### src/rtl/lcd_write_sequencer.sv
// Purpose: pops FWFT display-FIFO words and turns them into LCD write strobes (cmd/data/pixel-run/delay).
// Latency: pop -> SETUP next clock; each write takes 1+WR_LOW_CYCLES+WR_HIGH_CYCLES clocks plus one IDLE fetch clock per word.
// Backpressure: pops only from IDLE with i_enable high and FIFO non-empty; an accepted word always runs to completion.
module lcd_write_sequencer #(
    parameter int WR_LOW_CYCLES  = 2,
    parameter int WR_HIGH_CYCLES = 2
) (
    input  logic        i_clock,
    input  logic        i_nReset,
    input  logic        i_enable,
    input  logic [31:0] i_fifoData,
    input  logic        i_fifoEmpty,
    output logic        o_fifoRead,
    output logic [15:0] o_lcdData,
    output logic        o_lcdDc,
    output logic        o_lcdWr_n,
    output logic        o_lcdCs_n,
    output logic        o_busy
);

    typedef enum logic [2:0] {
        IDLE,
        SETUP,
        WR_LOW,
        WR_HIGH,
        DELAY
    } state_t;

    localparam logic [23:0] LOW_LOAD  = 24'(WR_LOW_CYCLES - 1);
    localparam logic [23:0] HIGH_LOAD = 24'(WR_HIGH_CYCLES - 1);

    state_t      state, stateNext;
    logic [23:0] timer, timerNext;
    logic [13:0] runCnt, runCntNext;
    logic [15:0] dataNext;
    logic        dcNext;
    logic [1:0]  wordType;

    assign wordType   = i_fifoData[31:30];
    // Gated by reset so no pop can slip through while the block is held in reset.
    assign o_fifoRead = i_nReset && (state == IDLE) && i_enable && !i_fifoEmpty;
    assign o_busy     = (state != IDLE);

    always_comb begin
        stateNext  = state;
        timerNext  = timer;
        runCntNext = runCnt;
        dataNext   = o_lcdData;
        dcNext     = o_lcdDc;
        case (state)
            IDLE: begin
                if (o_fifoRead) begin
                    if (wordType == 2'b11) begin
                        if (i_fifoData[23:0] != 24'd0) begin
                            timerNext = i_fifoData[23:0] - 24'd1;
                            stateNext = DELAY;
                        end
                    end else begin
                        stateNext  = SETUP;
                        runCntNext = (wordType == 2'b00) ? i_fifoData[29:16] : 14'd0;
                        dataNext   = (wordType == 2'b00) ? i_fifoData[15:0]
                                                         : {8'h00, i_fifoData[7:0]};
                        dcNext     = (wordType != 2'b01);
                    end
                end
            end
            SETUP: begin
                stateNext = WR_LOW;
                timerNext = LOW_LOAD;
            end
            WR_LOW: begin
                if (timer == 24'd0) begin
                    stateNext = WR_HIGH;
                    timerNext = HIGH_LOAD;
                end else begin
                    timerNext = timer - 24'd1;
                end
            end
            WR_HIGH: begin
                if (timer != 24'd0) begin
                    timerNext = timer - 24'd1;
                end else if (runCnt != 14'd0) begin
                    runCntNext = runCnt - 14'd1;
                    stateNext  = SETUP;
                end else begin
                    stateNext = IDLE;
                end
            end
            DELAY: begin
                if (timer == 24'd0) begin
                    stateNext = IDLE;
                end else begin
                    timerNext = timer - 24'd1;
                end
            end
            default: stateNext = IDLE;
        endcase
    end

    // Strobes are registered from the next state so they line up with the state register, glitch-free.
    always_ff @(posedge i_clock or negedge i_nReset) begin
        if (!i_nReset) begin
            state     <= IDLE;
            timer     <= 24'd0;
            runCnt    <= 14'd0;
            o_lcdData <= 16'h0000;
            o_lcdDc   <= 1'b0;
            o_lcdWr_n <= 1'b1;
            o_lcdCs_n <= 1'b1;
        end else begin
            state     <= stateNext;
            timer     <= timerNext;
            runCnt    <= runCntNext;
            o_lcdData <= dataNext;
            o_lcdDc   <= dcNext;
            o_lcdWr_n <= (stateNext != WR_LOW);
            o_lcdCs_n <= (stateNext == IDLE);
        end
    end

endmodule

### config.mk
export PLATFORM = sky130hd
export DESIGN_NAME = lcd_write_sequencer
export DESIGN_NICKNAME = d
export VERILOG_FILES = /design/src/rtl/lcd_write_sequencer.sv
export SDC_FILE = /design/constraint.sdc
export NUM_CORES = 1
export LEC_CHECK = 0
export ABC_CLOCK_PERIOD_IN_PS = 4190
export CORE_UTILIZATION = 45
export CTS_CLUSTER_SIZE = 28
export DETAILED_ROUTE_END_ITERATION = 8
export GPL_TIMING_DRIVEN = 0
export PLACE_DENSITY = 0.73
export SETUP_SLACK_MARGIN = 0.4
export SKIP_LAST_GASP = 1
export SYNTH_ARGS = -nofsm -noshare
export SYNTH_HDL_FRONTEND = slang
export SYNTH_SLANG_ARGS = --single-unit
### constraint.sdc
create_clock -name i_clock -period 4.19 [get_ports i_clock]
set_input_delay 1.0475 -clock i_clock [delete_from_list [all_inputs] [get_ports i_clock]]
set_output_delay 1.0475 -clock i_clock [all_outputs]
set_load 0.01 [all_outputs]
# Word-level counts from Yosys, hierarchy flattened
# Index checks and enable logic that the tools add are counted.
# Widths: inputs -> output; s select.
# word_totals
ff_bits	60
in_bits	36
wordCells	65
# classes
addsub	3
eq_ne	15
n_mux	22
bitwise	1
n_reduce_logical	17
# ops
operator	count
$mux 24	6
$pmux 24 s5	1
$mux 14	5
$reduce_bool 24->1	2
$sub 24x1->24 const B	2
$pmux 14 s2	1
$logic_not 24->1	1
$mux 3	6
$mux 16	1
$pmux 3 s5	1
$reduce_bool 14->1	1
$sub 14x1->14 const B	1
$ne 2x2->1 const B	6
$eq 3x2->1 const B	2
$logic_not 3->1	2
$ne 2x1->1 const B	3
$reduce_and 6->1	1
$reduce_and 5->1	1
$reduce_bool 5->1	1
$eq 3x1->1 const B	1
$eq 3x3->1 const B	1
$logic_and 1x1->1	3
$ne 3x2->1 const B	1
$reduce_and 3->1	1
other kinds (7)	7

# Depth between registers and ports, before layout
# Gate-level depths: netlist (run 1).
# depth
depth_word	7
ltp_mapped	11
ltp_nobuf	9

# Worst setup path after synthesis (run 1)
# OpenSTA, ideal clock, no wires.
# synth_path
path_kind	input to register
startpoint	input i_fifoData[11]
endpoint	register timer[15]
setup_time_ps	129
t_arrival_ps	2851
required_time_ps	4061
slack_ps	1210
path_stages	8
path_buffers	2
path_cell_list	or4_1 > nor4b_4 > a21boi_1 > or3_4 > nand2_4 > buf_8 > buf_6 > o21ai_0
# synth_via
elab_chain_len	5
# synth_lines
item	line	text
start, declared	11	input logic [31:0] i_fifoData,
$sub 24x1->24	55	timerNext = i_fifoData[23:0] - 24'd1;
$mux 24	54	if (i_fifoData[23:0] != 24'd0) begin
$mux 24	53	if (wordType == 2'b11) begin
$mux 24	52	if (o_fifoRead) begin
$pmux 24 s5	50	case (state)
end signal, assigned	112	timer <= timerNext;
end, declared	33	logic [23:0] timer, timerNext;
# Parallel ways exist; a longest one is shown, timed or not. The select of a mux whose other input is x is not followed.
# A chain may end at the register's enable or synchronous reset.

# Final worst setup path (run 1)
# layout_path
startpoint	input i_nReset
endpoint	output o_fifoRead
# layout_via
elab_chain_len	3
# layout_lines
item	line	text
start, declared	9	input logic i_nReset,
$logic_and 1x1->1 (3 in series)	41	assign o_fifoRead = i_nReset && (state == IDLE) && i_enable && !i_fifoEmpty;
end, declared	13	output logic o_fifoRead,
# No other way between the ends.

==> results.tsv, run 1 <==
metric	value	unit
outcome	completed	
fin_skew	0.0116	ns
setup_viol	0	
hold_viol_final	0	
final_cell_mix	dfrtp_1, o21ai_0, clkdlybuf4s50_1, nor2_1, a21oi_1	
min-delay-start	o_lcdData[11]	
p_leak	1.90	nW
grt_pass1_wl	17600	um
required	3.14	ns
drv_cap	0	
ys_seq_area_share	39.2	%
grt_max_degree	32	
hold_class	register to register	
die_h	94.4	um
synthDistinctLibCells	65	
die-area	8910	sq um
die_w	94.4	um
syn2layout_area_growth	24.5	%
cts-buffers-inserted	9	
fin_setup_tns	0	ns
period_minus_slack	3.65	ns
route.detailed.drc	0	
num_io_pins	57	
r2r_cells	10	
rrSetupSlack	1.24	ns
drive_above_1_share	10.2	%
clock_latency	0.35	ns
pre_cts_ws	0.110	ns
syn-num-nets	487	
synth_seq_cells	60	
routed_wl	10800	um
first_global_vias	3473	
worstMarginPinSlew	1.02	ns
nets	555	
initial_core_util	46.7	%
grt_antenna_before_repair	0	
dp.final_hpwl	7940	um
wl_per_cell	17.3	um
syn_area	3840	sq um
diodes	0	
crit_start	i_nReset	
crit_path_start_kind	input port	
synthArstFlopShare	100	%
worstReg2RegStart	runCnt[0]	
fin_cells	623	
gp_congestion	0.920	
overflow	0	
worstSetupPathType	input port to output port	
p_per_area	694	nW/um^2
synth-edff-count	0	
cts.sinks	60	
worst_slack	0.537	ns
post-cts-setup-buffers	0	
clk_pin_slew_worst_paths	0.08	ns
drv_slew	0	
dpl.cell_count	608	
io_buffers	56	
slew_headroom	31.2	%
core_region_area	8220	sq um
utilization	58.2	%
min_period_over_period	87.2	%
critPathMaxFanout	31	
postSynthCellCount	446	
routed-via-count	3805	
rows	33	
syn-mean-instance-area	8.61	sq um
final_common_cell	dfrtp_1	
cts_tree	done	
drt-vias-per-instance	6.11	
ant_nets	0	
yosys_most_used_dff	dfrtp_1	
drt_iter0_drc	239	
firstDrtPassIters	5	
worst_ep_arrival_time	2.61	ns
track_usage	25.8	%
rsz0062_at_grt	false	
fmax	0.274	GHz
ir_worst_vdd	0.341	mV
root_buffer	clkbuf_8	
crit_end	o_fifoRead	
cp-end-kind	output port	
hold_buffers	0	
ys_warn_count	0	
cts.path.max_buffers	2	
total_power	0.00332	W
h-tree-depth	3	
r2r_end	runCnt[2]	
[stage by stage]
stage / cell area (sq um) / hold WS (ns)
floorplan: 3840 / 0.463
global placement: 4530 / 0.478
detailed placement: 4550 / 0.491
CTS: 4780 / 0.511
global route: 4780 / 0.523
finish: 4780 / 0.511
[worst max-delay path, stage by stage]
cell,delay (ns)
buf_8,0.22
buf_12,0.24
nand2_1,0.09
or3_1,0.38
inv_2,0.09
clkdlybuf4s50_1,0.53
[synthesized netlist by cell type (2+ instances only)]
library cell | instances | area [sq um]
o21ai_2 | 5 | 43.8
a22o_1 | 8 | 70.1
clkbuf_2 | 2 | 10.0
o21ai_1 | 10 | 50.1
and3_1 | 2 | 12.5
xnor2_1 | 8 | 70.1
buf_4 | 3 | 22.5
or4_1 | 2 | 15.0
inv_1 | 14 | 52.6
nand2b_1 | 6 | 37.5
or3_1 | 10 | 62.6
and2_1 | 5 | 31.3
nand2_1 | 18 | 67.6
dfstp_2 | 2 | 52.6
nor4_1 | 13 | 81.3
xor2_1 | 13 | 114
a31oi_1 | 6 | 37.5
a22oi_1 | 18 | 135
o211ai_1 | 2 | 15.0
o21a_1 | 2 | 15.0
nor2_1 | 47 | 176
ha_1 | 5 | 62.6
mux2_2 | 6 | 67.6
buf_2 | 3 | 15.0
nand4b_1 | 2 | 17.5
nand3b_1 | 4 | 30.0
o22a_1 | 2 | 17.5
a221oi_1 | 2 | 17.5
a21oi_1 | 39 | 195
buf_8 | 2 | 30.0
nand3_1 | 5 | 25.0
o21ai_0 | 55 | 275
a32oi_1 | 2 | 17.5
a21o_1 | 2 | 15.0
nor3_1 | 26 | 130
clkbuf_1 | 9 | 33.8
dfrtp_1 | 58 | 1450
[per-layer routing]
layer  vias up  global-route usage (%)  wire [um]
met5         -                       0          0
met4         0                    10.3        176
met1      1826                    36.8       4810
met2       179                    39.7       4970
met3        15                    3.14        827
li1       1785                       -          -
[report_power, final]
part           total [W]  leakage (nW)  switching (W)  internal (W)
combinational    0.00163          1.03       0.000917      0.000709
clock           0.000601         0.111       0.000238      0.000363
sequential       0.00109         0.758       0.000237      0.000854
total            0.00332          1.90        0.00139       0.00193
[state kept, by name (all words and copies together) (netlist names)]
signal,flops
timer,24
o_lcdData,16
runCnt,14
state,3
o_lcdCs_n,1
o_lcdDc,1
o_lcdWr_n,1
[worst min-delay path by stage]
stage / to / slack [ns] / depth (start not counted)
CTS: o_lcdData[8] / 0.51 / 1
global placement: timer[22] / 0.48 / 2
floorplan: timer[22] / 0.46 / 2
global route: o_lcdData[8] / 0.52 / 1
finish: o_lcdData[11] / 0.51 / 1
detailed placement: o_lcdData[1] / 0.49 / 2
[what timing repair did]
action | in CTS | in global routing
endpoints found under the setup margin | 1 | 1
resized for setup | 2 | 1
pin swaps | 0 | 0
[kinds of logic (layout without fill, tap and decap cells)]
| family | count (synthesis) | after routing | synth area share (%) |
|---|---|---|---|
| adder cells (fa/ha/maj) | 5 | 5 | 1.63 |
| flip-flops | 60 | 60 | 39.2 |
| buffers and inverters | 35 | 107 | 4.66 |
| AO/OA/AOI/OAI | 162 | 162 | 25.5 |
| multiplexers | 6 | 6 | 1.76 |
| AND/OR/NAND/NOR | 157 | 157 | 22.5 |
| XOR/XNOR | 21 | 21 | 4.79 |
[cell type report]
cell class | count | area, sq um
tap | 105 | 131
fill | 732 | 3440
timing repair buffer | 57 | 586
sequential | 60 | 1500
multi-input combinational | 351 | 2160
inverter | 15 | 56.3
clock inverter | 4 | 72.6
clock buffer | 11 | 151
buffer | 20 | 123
(Power assumes the default switching activity.)
==> run 2: changes to the inputs <==
--- a/config.mk
+++ b/config.mk
@@ -5,7 +5,6 @@
 export SDC_FILE = /design/constraint.sdc
 export NUM_CORES = 1
 export LEC_CHECK = 0
-export ABC_CLOCK_PERIOD_IN_PS = 4190
 export CORE_UTILIZATION = 45
 export CTS_CLUSTER_SIZE = 28
 export DETAILED_ROUTE_END_ITERATION = 8
==> results of run 2 <==
Final layout, timing and power as in run 1 (identical DEF).
==> run 3: changes to the inputs <==
--- a/config.mk
+++ b/config.mk
@@ -10,6 +10,7 @@
 export DETAILED_ROUTE_END_ITERATION = 8
 export GPL_TIMING_DRIVEN = 0
 export PLACE_DENSITY = 0.73
+export RECOVER_POWER = 25
 export SETUP_SLACK_MARGIN = 0.4
 export SKIP_LAST_GASP = 1
 export SYNTH_ARGS = -nofsm -noshare
==> results of run 3 <==
Final layout, timing and power as in run 1 (identical DEF).
